--- config.mk ---
export PLATFORM = sky130hd
export DESIGN_NAME = mult_accum
export DESIGN_NICKNAME = d
export VERILOG_FILES = /design/src/rtl/mult_pkg.sv /design/src/rtl/mult_accum_rise_detect.sv /design/src/rtl/mult_accum.sv
export SDC_FILE = /design/constraint.sdc
export NUM_CORES = 1
export LEC_CHECK = 0
export CORE_ASPECT_RATIO = 1.4
export CORE_MARGIN = 2
export CORE_UTILIZATION = 45
export CTS_BUF_LIST = sky130_fd_sc_hd__clkbuf_8
export DETAILED_ROUTE_END_ITERATION = 16
export PLACE_DENSITY_LB_ADDON = 0.08
export RECOVER_POWER = 25
export SETUP_SLACK_MARGIN = 0.1
export SLEW_MARGIN = 10
export SYNTH_ARGS = -nofsm -noshare
export SYNTH_HDL_FRONTEND = slang
export SYNTH_HIERARCHICAL = 1
export SYNTH_SLANG_ARGS = --single-unit
--- constraint.sdc ---
create_clock -name CLOCK -period 4 [get_ports CLOCK]
set_clock_uncertainty 0.15 [all_clocks]
set_input_delay 0.6 -clock CLOCK [delete_from_list [all_inputs] [get_ports CLOCK]]
set_output_delay 0.6 -clock CLOCK [all_outputs]
set_load 0.1 [all_outputs]
--- src/rtl/mult_pkg.sv ---
// Shared types and default widths for the multiplier result accumulator.
// The top takes its widths as parameters; these are the defaults it uses.
package mult_pkg;

    localparam int SIZE_DEF  = 8;
    localparam int GUARD_DEF = 4;
    localparam int LEN_W_DEF = 8;
    localparam int ACC_W     = 2*SIZE_DEF + GUARD_DEF;

    typedef enum logic [1:0] {
        IDLE,
        ACCUM,
        DONE
    } state_t;

endpackage

--- src/rtl/mult_accum_rise_detect.sv ---
// Rising-edge detector for a level "done" flag.
// o_rise is high in the first cycle i_d is seen high.
module rise_detect (
    input  logic i_clk,
    input  logic i_rst,
    input  logic i_d,
    output logic o_rise
);

    logic r_prev;

    always_ff @(posedge i_clk or posedge i_rst) begin
        if (i_rst) r_prev <= 1'b0;
        else       r_prev <= i_d;
    end

    assign o_rise = i_d & ~r_prev;

endmodule

--- src/rtl/mult_accum.sv ---
// Sums groups of LEN multiplier products and hands each finished sum out over
// a valid/ready handshake, holding off the operand source while a sum is stalled.
module mult_accum
    import mult_pkg::*;
#(
    parameter int size  = SIZE_DEF,
    parameter int GUARD = GUARD_DEF,
    parameter int LEN_W = LEN_W_DEF
) (
    input  logic                    CLOCK,
    input  logic                    RESET,
    input  logic                    CLEAR,
    input  logic                    END_MULT,
    input  logic [2*size-1:0]       S,
    input  logic [LEN_W-1:0]        LEN,
    output logic [2*size+GUARD-1:0] ACC,
    output logic                    ACC_VALID,
    input  logic                    ACC_READY,
    output logic                    HOLD_START,
    output logic                    BUSY,
    output logic                    OVERFLOW,
    output logic                    DROPPED
);

    localparam int W_ACC = 2*size + GUARD;
    localparam int W_SUM = W_ACC + 1;

    state_t            r_state, w_state_nxt;
    logic [W_ACC-1:0]  r_acc, w_acc_nxt;
    logic [LEN_W-1:0]  r_len, w_len_nxt;
    logic [LEN_W-1:0]  r_cnt, w_cnt_nxt;
    logic [LEN_W-1:0]  w_cnt_inc, w_len_eff;
    logic              r_ovf, w_ovf_nxt;
    logic              r_drop, w_drop_nxt;
    logic              r_valid, r_hold, r_busy;
    logic              w_evt, w_start;
    logic [W_SUM-1:0]  w_sum;

    rise_detect u_rise (
        .i_clk  (CLOCK),
        .i_rst  (RESET),
        .i_d    (END_MULT),
        .o_rise (w_evt)
    );

    assign w_len_eff = (LEN == '0) ? LEN_W'(1) : LEN;
    assign w_cnt_inc = r_cnt + 1'b1;
    assign w_sum     = {1'b0, r_acc} + W_SUM'(S);

    always_comb begin
        // NOTE: every signal driven here gets a default first, so no path can infer a latch.
        w_state_nxt = r_state;
        w_acc_nxt   = r_acc;
        w_len_nxt   = r_len;
        w_cnt_nxt   = r_cnt;
        w_ovf_nxt   = r_ovf;
        w_drop_nxt  = r_drop;
        w_start     = 1'b0;

        case (r_state)
            IDLE:  w_start = w_evt;
            ACCUM: begin
                if (w_evt) begin
                    w_acc_nxt = w_sum[W_ACC-1:0];
                    w_ovf_nxt = r_ovf | w_sum[W_ACC];
                    w_cnt_nxt = w_cnt_inc;
                    if (w_cnt_inc == r_len) w_state_nxt = DONE;
                end
            end
            DONE: begin
                // A product arriving with the handshake opens the next group.
                if (ACC_READY) begin
                    w_state_nxt = IDLE;
                    w_start     = w_evt;
                end else if (w_evt) begin
                    w_drop_nxt = 1'b1;
                end
            end
            default: w_state_nxt = IDLE;
        endcase

        if (w_start) begin
            w_acc_nxt   = W_ACC'(S);
            w_len_nxt   = w_len_eff;
            w_cnt_nxt   = LEN_W'(1);
            w_state_nxt = (w_len_eff == LEN_W'(1)) ? DONE : ACCUM;
        end

        if (CLEAR) begin
            w_state_nxt = IDLE;
            w_acc_nxt   = '0;
            w_cnt_nxt   = '0;
            w_ovf_nxt   = 1'b0;
            w_drop_nxt  = 1'b0;
        end
    end

    always_ff @(posedge CLOCK or posedge RESET) begin
        if (RESET) begin
            r_state <= IDLE;
            r_acc   <= '0;
            r_len   <= '0;
            r_cnt   <= '0;
            r_ovf   <= 1'b0;
            r_drop  <= 1'b0;
            r_valid <= 1'b0;
            r_hold  <= 1'b0;
            r_busy  <= 1'b0;
        end else begin
            // NOTE: non-blocking assignments so every flop here samples pre-edge values.
            r_state <= w_state_nxt;
            r_acc   <= w_acc_nxt;
            r_len   <= w_len_nxt;
            r_cnt   <= w_cnt_nxt;
            r_ovf   <= w_ovf_nxt;
            r_drop  <= w_drop_nxt;
            r_valid <= (w_state_nxt == DONE);
            r_hold  <= (w_state_nxt == DONE);
            r_busy  <= (w_state_nxt == ACCUM);
        end
    end

    assign ACC        = r_acc;
    assign ACC_VALID  = r_valid;
    assign HOLD_START = r_hold;
    assign BUSY       = r_busy;
    assign OVERFLOW   = r_ovf;
    assign DROPPED    = r_drop;

endmodule

==> metrics <==
status completed; Setup-failing EPs final 0; post-DR vias/cell 5.73; diodes inserted 0; post-cts resize count 0; drt initial violations 94; PortBufs 53; DIE HEIGHT 97.1 µm; core area 5900 µm²; fraction of layout instances using a drive strength above 1 6.48%; TritonRoute pass-1 iters 4; syn avg cell area 9.08 µm²; cell area after synthesis 2790 µm²; Die Wd 70.5 µm; initial antenna violation count 0; CP Capture Type flop; DP HPWL 4850 µm; Post-Place Cell Area 3370 µm²; most frequent cells in the layout 51 x clkdlybuf4s50_1, 43 x dfrtp_1, 31 x o21ai_0; Post-DRT Antenna Nets 0; Pleak 1.46 nW; # rows 33; Ports 54; RSZ-0062 raised after global routing false; Skew-Pair Late Insertion Delay 0.29 ns; Seq/Total Area, Yosys 38.6%; Worst EP required 4.07 ns; Synth Register Bits 43; nets 403; largest net degree at the start of global routing 43; Startpoint Class primary input; clk sinks 43; Worst-path clk slew 0.08 ns; clk buf depth 2; total power 0.00109 W; fin util 58.3%; Worst Tran Pin Value 0.974 ns; Max Slew Vio Count 0; Synth area leader dfrtp_1; top cells by area, synth dfrtp_1 39%, ha_1 7.6%, o21ai_0 5.6%, xnor2_1 4.7%, a21oi_1 4.3%; synthesized net count 354; Mapped Cells 307; worst path cell trace clkdlybuf4s50_1 -> ha_1 -> inv_1 -> fa_1 -> and2b_1 -> o21bai_4 -> a31oi_4 -> a21oi_2 -> o21a_1 -> or3_1 -> a21oi_1; Worst path slowest cell clkdlybuf4s50_1; Final Wtd Congestion 0.844; FILL cells 574; Post-Route WL 6470 µm; vias 2,434; hold_buf cts 0; vias in the first global route 2,347; Final Critical Period 3.04 ns; TNS Setup 0 ns; first-pass GRT wire length 11,000 µm; Worst Hold Class flop to flop; Remaining DRCs 0; TritonCTS buffer count 5; Synth async-reset ratio 100%; CTS tree built; Power Dens Cells 316 nW/µm²; # H-tree levels 2; Tot GR Track Use 20.1%; Initial Util 47.2%; post-DR wirelength/cell 15.2 µm; Final Hold Viols 0; Synth cell types 46; peak supply drop 0.187 mV; commonest non-fill, non-tap cell in the layout clkdlybuf4s50_1; die area 6850 µm²; CTS Root Cell clkbuf_8; CP peak stage delay 0.48 ns; Achievable Freq 329 MHz; Synth top area share 38.6%; Syn. warnings 6; period utilization 76.0%; fin area 3440 µm²; max-cap violations 0; CP Class primary input to flop; number of synthesized flops with an enable pin 0; area delta synth->final 23.6%; worst-path fanout max 5; CP Data Arrival Time 3.11 ns; Slew HR 34.9%; Synth Flop Type dfrtp_1; grt ovf 0; Post-CTS Setup Bufs 0
## where the power goes
| part | switching, W | internal (W) | total (W) |
|---|---|---|---|
| combinational | 0.000214 | 0.000135 | 0.000348 |
| clock | 0.000140 | 0.000114 | 0.000254 |
| sequential | 0.0000239 | 0.000463 | 0.000487 |
| total | 0.000378 | 0.000712 | 0.00109 |
## Yosys cell counts (2+ instances only)
library cell,count
mux2i_1,2
buf_2,3
nand4_1,2
xor2_1,10
nand2b_1,2
clkbuf_1,9
a31oi_1,6
or3_1,6
a41oi_1,4
or2_2,2
o211ai_1,3
and3_1,4
a21oi_1,24
o21ai_0,31
nor2_1,20
xnor2_1,15
mux2_2,7
o21a_1,2
nor2b_1,3
o31ai_1,6
inv_1,11
a21o_1,6
dfrtp_1,43
nor4_1,2
a22oi_1,9
nor3_1,5
o21ai_1,2
nand3_1,7
nand2_1,28
ha_1,17
## worst paths after layout
| check | startpoint | endpoint | slack, ns | cells after the start |
|---|---|---|---|---|
| max in group asynchronous | RESET | r_cnt[6]$_DFFE_PP0P_ | 2.54 | 3 |
| max | S[0] | ACC[18]$_DFFE_PP0P_ | 0.96 | 11 |
| min | OVERFLOW$_DFFE_PP0P_ | OVERFLOW$_DFFE_PP0P_ | 0.36 | 2 |
| max reg2reg | ACC[0]$_DFFE_PP0P_ | ACC[18]$_DFFE_PP0P_ | 1.37 | 10 |
| min reg2reg | OVERFLOW$_DFFE_PP0P_ | OVERFLOW$_DFFE_PP0P_ | 0.36 | 2 |
| min in group asynchronous | RESET | u_rise/r_prev$_DFF_PP0_ | 0.45 | 2 |
## worst max-delay path: cells and delay by family
kind | cells | cell delay (ns)
buffers and inverters | 2 | 0.54
AOI/OAI and AO/OA | 5 | 0.83
and+or+nand+nor | 2 | 0.62
adders and majority gates | 2 | 0.54
## kinds of logic (layout without fill, tap and decap cells)
| logic type | after synthesis | after routing | synth area share (%) |
|---|---|---|---|
| compound gates | 102 | 102 | 23.4 |
| xor+xnor | 25 | 25 | 7.85 |
| fa+ha+maj | 18 | 18 | 8.35 |
| buf+inv | 25 | 73 | 3.64 |
| flops | 43 | 43 | 38.6 |
| mux | 9 | 9 | 3.55 |
| simple gates | 85 | 85 | 14.6 |
## layer usage
metal / vias to the layer above / GRT usage [%] / wire length (µm)
met2: 56 / 34.9 / 3330
met4: 0 / 7.54 / 80
li1: 1209 / - / -
met5: - / 0 / 0
met1: 1162 / 24.9 / 2810
met3: 7 / 3.01 / 247
## per-stage QoR
step / cells / setup slack, ns / hold WS [ns]
2_1_floorplan: 307 / 0.856 / 0.179
3_3_place_gp: 419 / 0.731 / 0.335
3_5_place_dp: 419 / 0.647 / 0.347
4_1_cts: 425 / 0.963 / 0.311
5_1_grt: 425 / 0.801 / 0.402
6_report: 425 / 0.958 / 0.363
## layout make-up
cell class	count	area, µm²	area share (%)
Multi-Input combinational cell	239	1610	46.9
Tap cell	70	87.6	2.54
Timing Repair Buffer	56	553	16.1
Clock buffer	5	68.8	2.00
Clock inverter	1	3.75	0.109
Sequential cell	43	1080	31.2
Inverter	11	41.3	1.20
## flip-flops by register name (all words and copies together), names as in the netlist
signal and flops:
ACC 20, BUSY 1, DROPPED 1, HOLD_START 1
OVERFLOW 1, r_cnt 8, r_len 8, r_state 2
u_rise/r_prev 1
Note: power is estimated with default switching activity, not from simulation.
